`config.mk`:
```
export PLATFORM = sky130hd
export DESIGN_NAME = pool_ctrl
export DESIGN_NICKNAME = d
export VERILOG_FILES = /design/src/rtl/pool.sv /design/src/rtl/pool_fifo.sv /design/src/rtl/pool_ctrl.sv
export SDC_FILE = /design/constraint.sdc
export NUM_CORES = 1
export LEC_CHECK = 0
export BUFFER_PORTS_ARGS = -buffer_cell sky130_fd_sc_hd__buf_2
export CAP_MARGIN = 15
export CORE_MARGIN = 3
export CORE_UTILIZATION = 30
export CTS_CLUSTER_DIAMETER = 60
export CTS_CLUSTER_SIZE = 10
export DETAILED_ROUTE_END_ITERATION = 16
export PLACE_DENSITY_LB_ADDON = 0.08
export SLEW_MARGIN = 5
export SYNTH_ARGS = -nofsm -noshare
export SYNTH_HDL_FRONTEND = slang
export SYNTH_SLANG_ARGS = --single-unit
```
`constraint.sdc`:
```
create_clock -name clk -period 5.6 [get_ports clk]
set_clock_uncertainty 0.05 [all_clocks]
set_input_delay 1.4 -clock clk [delete_from_list [all_inputs] [get_ports clk]]
set_output_delay 1.4 -clock clk [all_outputs]
set_load 0.005 [all_outputs]
```
`src/rtl/pool.sv`:
```
// Signed running-max stage. restart seeds the accumulator with the current
// element; the result appears on dn_data four cycles after the element that
// completed it (one accumulate stage plus three output stages).
module pool #(
    parameter int NUM_WIDTH = 16
) (
    input  logic                 clk,
    input  logic                 rst,
    input  logic                 restart,
    input  logic                 up_valid,
    input  logic [NUM_WIDTH-1:0] up_data,
    output logic [NUM_WIDTH-1:0] dn_data
);
    logic [NUM_WIDTH-1:0] acc, s1, s2, s3;

    // accumulate the running max, then delay it through the output stages
    always_ff @(posedge clk) begin
        if (rst) begin
            acc <= '0;
            s1  <= '0;
            s2  <= '0;
            s3  <= '0;
        end else begin
            if (up_valid && (restart || $signed(up_data) > $signed(acc)))
                acc <= up_data;
            s1 <= acc;
            s2 <= s1;
            s3 <= s2;
        end
    end

    assign dn_data = s3;
endmodule

```
`src/rtl/pool_fifo.sv`:
```
// Small synchronous result FIFO; rd_data shows the head entry combinationally.
module pool_fifo #(
    parameter int NUM_WIDTH  = 16,
    parameter int FIFO_DEPTH = 4
) (
    input  logic                 clk,
    input  logic                 rst,
    input  logic                 wr_en,
    input  logic [NUM_WIDTH-1:0] wr_data,
    input  logic                 rd_en,
    output logic [NUM_WIDTH-1:0] rd_data,
    output logic                 empty,
    output logic                 full
);
    localparam int AW = $clog2(FIFO_DEPTH);

    logic [NUM_WIDTH-1:0] mem [FIFO_DEPTH];
    logic [AW:0]          wr_ptr, rd_ptr;

    // pointers carry one extra wrap bit to tell full from empty
    always_ff @(posedge clk) begin
        if (rst) begin
            wr_ptr <= '0;
            rd_ptr <= '0;
            for (int i = 0; i < FIFO_DEPTH; i++) mem[i] <= '0;
        end else begin
            if (wr_en && !full) begin
                mem[wr_ptr[AW-1:0]] <= wr_data;
                wr_ptr <= wr_ptr + 1'b1;
            end
            if (rd_en && !empty)
                rd_ptr <= rd_ptr + 1'b1;
        end
    end

    assign rd_data = mem[rd_ptr[AW-1:0]];
    assign empty   = (wr_ptr == rd_ptr);
    assign full    = (wr_ptr[AW] != rd_ptr[AW]) && (wr_ptr[AW-1:0] == rd_ptr[AW-1:0]);
endmodule

```
`src/rtl/pool_ctrl.sv`:
```
// Sequencer in front of pool: counts elements/windows of a configured layer,
// captures each window max into a result FIFO and throttles new windows with
// a credit count so the FIFO can never overflow.
module pool_ctrl #(
    parameter int NUM_WIDTH  = 16,
    parameter int SIZE_WIDTH = 8,
    parameter int FIFO_DEPTH = 4
) (
    input  logic                  clk,
    input  logic                  rst,
    input  logic [SIZE_WIDTH-1:0] cfg_size,
    input  logic [SIZE_WIDTH-1:0] cfg_count,
    input  logic                  cfg_valid,
    output logic                  cfg_ready,
    input  logic [NUM_WIDTH-1:0]  up_data,
    input  logic                  up_valid,
    output logic                  up_ready,
    output logic [NUM_WIDTH-1:0]  dn_data,
    output logic                  dn_valid,
    input  logic                  dn_ready,
    output logic                  done
);
    typedef enum logic [1:0] {IDLE, RUN, DRAIN} state_t;
    localparam int CW = $clog2(FIFO_DEPTH) + 1;

    state_t                state, state_nx;
    logic [SIZE_WIDTH-1:0] size_r, count_r, ecnt, wcnt;
    logic [CW-1:0]         outstanding;
    logic                  accept, first, last, final_elem, dn_fire;
    logic                  fifo_empty, fifo_full;
    logic [NUM_WIDTH-1:0]  pool_out;

    assign accept     = up_valid && up_ready;
    assign first      = accept && (ecnt == '0);
    assign last       = accept && (ecnt == size_r - SIZE_WIDTH'(1));
    assign final_elem = last && (wcnt == count_r - SIZE_WIDTH'(1));
    assign dn_fire    = dn_valid && dn_ready;

    // a window in progress is never stalled; only a new window needs a credit
    assign up_ready  = (state == RUN) && ((ecnt != '0) || (outstanding < CW'(FIFO_DEPTH)));
    assign cfg_ready = (state == IDLE);
    assign dn_valid  = !fifo_empty;

    // pool result is valid this many cycles after the last element is accepted
    localparam int POOL_LAT = 4;
    pool #(.NUM_WIDTH(NUM_WIDTH)) u_pool (
        .clk      (clk),
        .rst      (rst),
        .restart  (first),
        .up_valid (accept),
        .up_data  (up_data),
        .dn_data  (pool_out)
    );

    logic [POOL_LAT-1:0] dly;

    pool_fifo #(.NUM_WIDTH(NUM_WIDTH), .FIFO_DEPTH(FIFO_DEPTH)) u_fifo (
        .clk     (clk),
        .rst     (rst),
        .wr_en   (dly[POOL_LAT-1]),
        .wr_data (pool_out),
        .rd_en   (dn_fire),
        .rd_data (dn_data),
        .empty   (fifo_empty),
        .full    (fifo_full)
    );

    // state register
    always_ff @(posedge clk) begin
        if (rst) state <= IDLE;
        else     state <= state_nx;
    end

    // next state and done pulse
    always_comb begin
        state_nx = state;
        done     = 1'b0;
        case (state)
            IDLE:  if (cfg_valid) state_nx = RUN;
            RUN:   if (final_elem) state_nx = DRAIN;
            DRAIN: if (outstanding == '0) begin
                       done     = 1'b1;
                       state_nx = IDLE;
                   end
            default: state_nx = IDLE;
        endcase
    end

    // config latch, element/window counters, last-element delay line
    always_ff @(posedge clk) begin
        if (rst) begin
            size_r  <= SIZE_WIDTH'(1);
            count_r <= SIZE_WIDTH'(1);
            ecnt    <= '0;
            wcnt    <= '0;
            dly     <= '0;
        end else begin
            if (state == IDLE && cfg_valid) begin
                size_r  <= (cfg_size  == '0) ? SIZE_WIDTH'(1) : cfg_size;
                count_r <= (cfg_count == '0) ? SIZE_WIDTH'(1) : cfg_count;
                ecnt    <= '0;
                wcnt    <= '0;
            end else if (accept) begin
                if (last) begin
                    ecnt <= '0;
                    wcnt <= wcnt + SIZE_WIDTH'(1);
                end else begin
                    ecnt <= ecnt + SIZE_WIDTH'(1);
                end
            end
            dly <= {dly[POOL_LAT-2:0], last};
        end
    end

    // credits: a window takes one when it starts, returns it when its result leaves
    always_ff @(posedge clk) begin
        if (rst) outstanding <= '0;
        else if (first && !dn_fire) outstanding <= outstanding + 1'b1;
        else if (!first && dn_fire) outstanding <= outstanding - 1'b1;
    end

    // the credit scheme keeps the FIFO from ever filling past capacity
    always_ff @(posedge clk) begin
        if (!rst && dly[POOL_LAT-1] && fifo_full && !dn_fire) begin
            assert (1'b0) else $error("pool_ctrl: result written to a full FIFO");
        end
    end
endmodule
```
==> out/qor.csv, run 1 <==
metric,value,unit
status,"finished, final reports clean",
post-DR vias/cell,4.56,
max-cap viol count,0,
Tmin final,3.58,ns
final hold vios,0,
Port Buffers,56,
vias in the first global route,5095,
setup TNS,0,ns
CTS Buffer Depth,2,
Remaining DRCs,0,
post-synth cell types,58,
final setup vio count,0,
CTS sink cnt,177,
Critical Path RT,5.86,ns
Synth top area share,29.5,%
post-CTS setup buffer count,0,
nets@finish,798,
Worst-Skew Late Latency,0.42,ns
Synth area leader,dfxtp_1,
wire length per cell,15.0,um
fmax,279,MHz
worst hold path class,reg2reg,
CTS buffer count,17,
# IOs,57,
total track usage,12.1,%
Fin Hold WS,0.382,ns
Die Area,27600,um^2
post-layout util,36.0,%
Die Wd,166,um
layout cells sized above 1,17.5,%
post-cts repair resize count,0,
pin count of the biggest net entering global routing,85,
initial antenna violation count,0,
ys async rst share,0,%
Reg2Reg Depth,10,
worst-path fanout max,16,
fin crit share,63.9,%
Worst-path clk slew,0.07,ns
Pleak,3.38,nW
RSZ-0062 raised after global routing,no,
post-synthesis register bit count,177,
Post-Syn Area,7680,um^2
worst slew pin tran,1.02,ns
CTS hold repair buffers,0,
Die Span Y,166,um
row count,57,
first-pass GRT wire length,26900,um
Initial Util,31.0,%
drt total wl,16100,um
initial DRC count,210,
Critical Path End Type,flop,
total gr overflow,0,
overall power,2.78,mW
register area share after synthesis,54.5,%
top post-synthesis cells by area,"dfxtp_1, edfxtp_1, and2_1, mux4_2, nor2b_1",
PD cells,312,nW/um^2
area growth from synthesis to layout,16.0,%
CP arrival,3.83,ns
startpoint class of the critical path,input pin,
Syn Area/Cell,11.2,um^2
Ant. Diodes,0,
GP Congestion,0.761,
synth warn,0,
H-tree lvl count,4,
critical path class,in2reg,
CTS tree,done,
WHS Path Cells,1,
"Top FF cell, synth",dfxtp_1,
Root Buffer,clkbuf_16,
Synthesized Nets,746,
Rel. slew slack,31.6,%
Max VDD drop,0.197,mV
Final HPWL DP,10900,um
DR vias,4893,
fin. max-slew vios,0,
first drt pass iteration count,4,
ANT nets after route,0,
Syn Inst Count,684,
"EDFF count, synth",64,
core area,24700,um^2
## per-stage QoR
step	instances	cell area (um^2)	worst slack, ns
6_report	1073	8910	2.02
5_1_grt	1073	8910	1.88
4_1_cts	1073	8910	2.00
3_5_place_dp	1041	8330	1.55
3_3_place_gp	1041	8330	1.69
2_1_floorplan	684	7680	2.14
## placed cells by master (no fill, tap or decap), types with 7 or more instances in the layout
cell type and count:
nand4_1 8, nand2_1 47, xnor2_1 14, clkbuf_16 17, nor2_1 49, edfxtp_1 64, nor4_1 9, mux2_1 10
inv_1 26, dfxtp_1 113, nand2b_1 7, and2_1 67, buf_2 55, o21ai_0 7, nor2b_1 55, mux4_2 16
a21oi_1 36, xor2_1 19, ha_1 24, nand3_1 8, o31ai_1 7, nor3_1 7
## power by group
group	total [mW]	internal (mW)	switching, mW
Sequential	1.40	1.37	0.0233
Clock	1.16	0.630	0.534
Combinational	0.215	0.0926	0.122
## cell type report
class / instances / area, um^2
clock buffer: 18 / 429
sequential: 177 / 4180
timing repair buffer: 61 / 320
inverter: 26 / 97.6
multi-input combinational: 453 / 3330
clock inverter: 14 / 145
fill: 2455 / 15800
tap: 324 / 405
## cells in the mapped netlist (all sizes together), types with 3 or more instances
master	n
or4	4
edfxtp	64
nor2b	55
nor3	7
and2	68
mux2	16
nor4b	3
or2	3
buf	10
o31ai	7
o211ai	4
mux2i	4
mux4	16
nand4	8
a21oi	37
nor2	49
nand2b	7
nand2	47
xor2	19
nand3	8
xnor2	14
ha	24
or4b	3
dfxtp	113
a211o	4
inv	26
nor4	11
o21ai	7
clkbuf	18
or3	6
## per-layer routing
layer | track usage, % | share of wire (%) | wire length, um | up-vias
li1 | - | - | - | 2470
met1 | 16.0 | 48 | 7790 | 2359
met2 | 20.2 | 48 | 7700 | 57
met3 | 2.86 | 3.0 | 481 | 7
met4 | 2.97 | 0.83 | 133 | 0
met5 | 0 | 0 | 0 | -
## path summary, 6_finish.rpt
kind,from,end,slack (ns)
worst max-delay path,up_data[13],u_pool.acc[15],2.02
worst min-delay path,u_pool.s2[14],u_pool.dn_data[14],0.38
worst max register to register,ecnt[0],outstanding[2],2.63
worst min register to register,u_pool.s2[14],u_pool.dn_data[14],0.38
## worst max-delay path, cell delays in order
cell and delay [ns]:
buf_2 0.10, ha_1 0.29, nand4_1 0.16, nor4_1 0.41, a21boi_0 0.31, o41a_1 0.19
a211o_1 0.56, mux2_2 0.40
## state kept, by name, summed over array words and instances (netlist names), named ones only
signal,count
u_fifo.mem,64
count_r,8
outstanding,3
u_pool.dn_data,16
ecnt,8
wcnt,8
u_pool.acc,16
u_fifo.rd_ptr,3
dly,4
size_r,8
u_pool.s1,16
state,2
u_pool.s2,16
u_fifo.wr_ptr,3
## cell families (layout without fill, tap and decap cells)
logic type	count (synthesis)	in the layout	synth area share [%]
fa+ha+maj	25	25	4.17
compound gates	73	73	6.35
simple gates	285	285	20.6
flops	177	177	54.5
buf+inv	54	119	2.79
mux	36	36	7.56
xor+xnor	34	34	4.06
No activity file was read; power rests on OpenSTA's default activity.
==> run 2, diff against run 1 <==
Clock period 5.6 ns to 3.4 ns, I/O delays scaled along.
==> run 2 against run 1 <==
Against the previous run:
- sequential power grew 64%
- clock power increased by 74%
- die area is the same
- largest power group unchanged
- largest cell class unchanged
- final cell count up 0.56%
- non-clock buffer count up 6
- register-to-register slack got worse by 2.2 ns
- clock-buffer cell count down 1
- critical path depth stayed put
- utilization rose by 0.32 points
- sequential share of layout area shrank 0.41 points
==> out/qor.csv, run 2 (synthesized netlist as in run 1, its figures left out) <==
metric,value,unit,change
drt total wl,16200,um,+0.57%
Critical Path End Type,flop,,
Remaining DRCs,0,,unchanged
Largest register FFs,64,,unchanged
pin count of the biggest net entering global routing,84,,-1.2%
Reg2Reg Depth,10,,unchanged
row count,57,,unchanged
worst slew pin tran,0.697,ns,-0.322 ns
GP Congestion,0.746,,-2.0%
Critical Path RT,3.66,ns,-2.20 ns
fin crit share,87.4,%,
core area,24700,um^2,unchanged
final setup vio count,0,,unchanged
Worst-path clk slew,0.07,ns,about the same
RSZ-0062 raised after global routing,no,,
H-tree lvl count,4,,unchanged
area growth from synthesis to layout,17.0,%,
fin. max-slew vios,0,,unchanged
status,"finished, final reports clean",,
initial DRC count,215,,+2.4%
Die Area,27600,um^2,unchanged
critical path class,in2reg,,
CTS sink cnt,177,,unchanged
# IOs,57,,unchanged
"Most flops, register",u_fifo.mem,,
ANT nets after route,0,,unchanged
RR Endpoint,outstanding[2],,
wire length per cell,15.0,um,about the same
post-placement cell count,1047,,+0.58%
Max VDD drop,0.238,mV,+21%
Root Buffer,clkbuf_16,,
Worst-Skew Late Latency,0.43,ns,about the same
CTS buffer count,17,,unchanged
startpoint class of the critical path,input pin,,
worst reg2reg setup slack,0.45,ns,-2.18 ns
initial antenna violation count,0,,unchanged
worst hold path class,reg2reg,,
non-filler instance count after layout,1079,,+0.56%
min-delay src,u_pool.s2[15],,
Ant. Diodes,0,,unchanged
worst-path fanout max,16,,unchanged
vias in the first global route,4960,,-2.6%
post-cts repair resize count,0,,unchanged
Rel. slew slack,53.1,%,+22 points
final hold vios,0,,unchanged
Die Wd,166,um,unchanged
Initial Util,31.0,%,unchanged
Tmin final,2.97,ns,
PD cells,520,nW/um^2,+67%
CP arrival,3.24,ns,-0.59 ns
nets@finish,804,,+0.75%
total gr overflow,0,,unchanged
"commonest non-fill, non-tap cell in the layout",dfxtp_1,,
first-pass GRT wire length,26400,um,-1.8%
post-CTS setup buffer count,0,,unchanged
CTS hold repair buffers,0,,unchanged
Port Buffers,56,,unchanged
total track usage,12.0,%,-0.12 points
CTS Buffer Depth,2,,unchanged
max-cap viol count,0,,unchanged
Pleak,3.44,nW,+1.7%
WHS Endpoint,u_pool.dn_data[15],,
fmax,336,MHz,
most frequent cells in the layout,"dfxtp_1, and2_1, edfxtp_1",,
WHS Path Cells,1,,unchanged
r2r startpoint,ecnt[0],,
layout cells sized above 1,18.3,%,+0.79 points
DR vias,4927,,+0.69%
overall power,4.68,mW,+68%
Die Span Y,166,um,unchanged
first drt pass iteration count,4,,unchanged
Fin Hold WS,0.377,ns,-0.00458 ns
CTS tree,done,,
post-DR vias/cell,4.57,,+0.13%
Final HPWL DP,11000,um,+0.28%
-- run 2: cell count changes in the layout (fill, tap and decap cells not counted), moves of 2 or more --
cell      before  now
inv_8          3    6
clkinv_8       0    4
buf_4          6   11
inv_6          5    2
nor4b_4        2    0
nor4b_2        0    2
-- run 2: critical path: stages --
cell	delay [ns]
buf_2	0.11
ha_1	0.30
nand4_1	0.15
nor4_1	0.39
a21boi_0	0.31
o41a_1	0.18
a211o_1	0.54
mux2_2	0.41
-- run 2: how the worst max path moves through the flow --
| stage | startpoint | end | slack (ns) | cells after the start |
|---|---|---|---|---|
| final | up_data[13] | u_pool.acc[15] | 0.43 | 8 |
| after floorplan | up_data[13] | u_pool.acc[0] | 0.49 | 9 |
| after global routing | ecnt[0] | outstanding[2] | 0.18 | 10 |
| after global placement | up_data[11] | u_pool.acc[9] | 0.06 | 8 |
| after CTS | ecnt[0] | outstanding[2] | 0.37 | 10 |
| after detailed placement | up_data[13] | u_pool.acc[15] | -0.05 | 8 |
-- run 2: metrics by stage --
step                      util, %  setup slack, ns  TNS (ns)  instance area [um^2]
after floorplan                 -            0.493         0                  7680
after global placement       33.8           0.0640         0                  8370
after CTS                    36.3            0.374         0                  8990
after detailed placement     33.8          -0.0487    -0.375                  8370
final                        36.3            0.428         0                  8990
after global routing         36.3            0.185         0                  8990
-- run 2: cell type report --
| type | instances | area, um^2 |
|---|---|---|
| Tap cell | 324 | 405 |
| Timing Repair Buffer | 67 | 378 |
| Multi-Input combinational cell | 453 | 3300 |
| Fill cell | 2490 | 15800 |
| Inverter | 26 | 97.6 |
| Clock inverter | 15 | 196 |
| Sequential cell | 177 | 4180 |
| Clock buffer | 17 | 425 |
-- run 2: power by group --
| group | internal (mW) | switching (mW) | leakage [nW] | total [mW] |
|---|---|---|---|---|
| logic | 0.157 | 0.201 | 1.56 | 0.357 |
| registers | 2.26 | 0.0384 | 1.58 | 2.30 |
| clock network | 1.07 | 0.947 | 0.301 | 2.02 |
| total | 3.49 | 1.19 | 3.44 | 4.68 |
-- run 2: routing by layer --
| metal | track usage, % | wire (um) |
|---|---|---|
| met2 | 19.6 | 7720 |
| met1 | 16.1 | 7780 |
| met4 | 3.51 | 164 |
| met3 | 2.64 | 538 |
| met5 | 0 | 0 |
==> run 3, diff against run 2 <==
Settings changed: PLACE_DENSITY_LB_ADDON 0.08 to 0.3, SLEW_MARGIN 5 to unset.
==> run 3 against run 2 <==
Against the previous run:
- power down 0.95%
- sequential share of layout area is 0.091 points higher
- first-iteration DRC count is 49% higher
- fmax up 0.42%
- cell area is 0.19% lower
- register-to-register slack about the same
- clock power is 2% lower
- wire length decreased by 7.4%
- critical endpoint is now outstanding[2]
- largest power group unchanged
==> out/qor.csv, run 3 (synthesized netlist as in run 1, its figures left out) <==
metric,value,unit,change
status,"finished, final reports clean",,
area post-placement,8360,um^2,about the same
Tmin final,2.96,ns,-0.0126 ns
CTS tree,done,,
Pleak,3.43,nW,-0.27%
Die Area,27600,um^2,unchanged
critical path class,reg2reg,,
pre-CTS setup slack,0.276,ns,+0.324 ns
Clock power frac,42.6,%,-0.5 points
most frequent cells in the layout,"dfxtp_1, and2_1, edfxtp_1",,
ANT nets after route,0,,unchanged
fin. max-slew vios,0,,unchanged
first drt pass iteration count,4,,unchanged
Die Span Y,166,um,unchanged
GP Congestion,0.745,,-0.17%
"Most flops, register",u_fifo.mem,,
Critical Path RT,3.70,ns,+0.04 ns
CTS buffer count,17,,unchanged
area growth from synthesis to layout,16.8,%,
wire length per cell,13.9,um,-7.5%
startpoint class of the critical path,flop,,
layout cells sized above 1,18.4,%,+0.11 points
Final HPWL DP,10200,um,-6.8%
post-layout util,36.2,%,-0.071 points
final hold vios,0,,unchanged
core area,24700,um^2,unchanged
Rel. slew slack,47.8,%,-5.3 points
post-placement cell count,1048,,+0.096%
CTS Buffer Depth,2,,unchanged
PD cells,516,nW/um^2,-0.76%
post-CTS setup buffer count,0,,unchanged
CTS hold repair buffers,0,,unchanged
H-tree lvl count,4,,unchanged
CP arrival,3.26,ns,+0.02 ns
worst slew pin tran,0.775,ns,+0.0782 ns
initial DRC count,321,,+49%
DR WL met3,541,um,+0.56%
Seq pwr share,49.7,%,+0.5 points
"commonest non-fill, non-tap cell in the layout",dfxtp_1,,
fmax,338,MHz,+0.42%
total track usage,11.2,%,-0.76 points
Fin Hold WS,0.385,ns,+0.00748 ns
DR vias,4795,,-2.7%
non-filler instance count after layout,1080,,+0.093%
Initial Util,31.0,%,unchanged
WL met1,7500,um,-3.6%
fin crit share,87.1,%,-0.37 points
drt total wl,15000,um,-7.4%
overall power,4.63,mW,-0.95%
CTS sink cnt,177,,unchanged
max-cap viol count,0,,unchanged
Comb pwr share,7.7,%,about the same
Largest register FFs,64,,unchanged
Sw Ratio,24.9,%,-0.42 points
P_int,3.48,mW,-0.40%
RSZ-0062 raised after global routing,no,,
worst reg2reg setup slack,0.44,ns,about the same
worst hold path class,reg2reg,,
WL met2,6810,um,-12%
DR top layer,met4,,
total gr overflow,0,,unchanged
final instance area,8970,um^2,-0.19%
# IOs,57,,unchanged
first-pass GRT wire length,25100,um,-5.0%
pin count of the biggest net entering global routing,78,,-7.1%
Die Wd,166,um,unchanged
setup TNS,0,ns,unchanged
nets@finish,805,,+0.12%
final setup vio count,0,,unchanged
Remaining DRCs,0,,unchanged
Worst-Skew Late Latency,0.42,ns,about the same
worst-path fanout max,5,,-11
Critical Path End Type,flop,,
Port Buffers,56,,unchanged
initial antenna violation count,0,,unchanged
Switching Power,1.16,mW,-2.6%
final worst slack,0.440,ns,+0.0126 ns
row count,57,,unchanged
Worst-path clk slew,0.07,ns,about the same
post-cts repair resize count,0,,unchanged
vias in the first global route,4757,,-4.1%
post-DR vias/cell,4.44,,-2.8%
Ant. Diodes,0,,unchanged
Max VDD drop,0.244,mV,+2.8%
Root Buffer,clkbuf_16,,
run 3: layout make-up:
| class | instances | area, um^2 |
|---|---|---|
| Tap cell | 324 | 405 |
| Clock buffer | 17 | 425 |
| Inverter | 26 | 97.6 |
| Clock inverter | 15 | 184 |
| Sequential cell | 177 | 4180 |
| Timing Repair Buffer | 68 | 373 |
| Fill cell | 2469 | 15800 |
| Multi-Input combinational cell | 453 | 3300 |
run 3: critical path, cell delays in order, from the launching register on:
cell and delay (ns):
dfxtp_1 0.36, inv_1 0.09, ha_1 0.13, or4b_4 0.50
nor4_4 0.44, ha_1 0.26, inv_1 0.07, fa_1 0.38
xor2_1 0.16, or3_1 0.30, a21oi_1 0.14
run 3: power groups by stage:
stage	registers (mW)	clock network [mW]	logic, mW
after floorplan	2.34	0	0.260
after global placement	2.35	0	0.356
after detailed placement	2.35	0	0.359
after CTS	2.30	2.04	0.361
after global routing	2.31	2.13	0.404
final	2.30	1.97	0.356
run 3: worst paths after layout:
| path | from | to | cells past startpoint |
|---|---|---|---|
| max | ecnt[0] | outstanding[2] | 10 |
| min | u_pool.s2[4] | u_pool.dn_data[4] | 1 |
| max reg2reg | ecnt[0] | outstanding[2] | 10 |
| min reg2reg | u_pool.s2[4] | u_pool.dn_data[4] | 1 |
run 3: per-layer routing:
metal	GRT usage (%)	up-vias
met2	17.2	65
met1	15.9	2232
li1	-	2488
met5	0	-
met3	2.50	10
met4	3.69	0
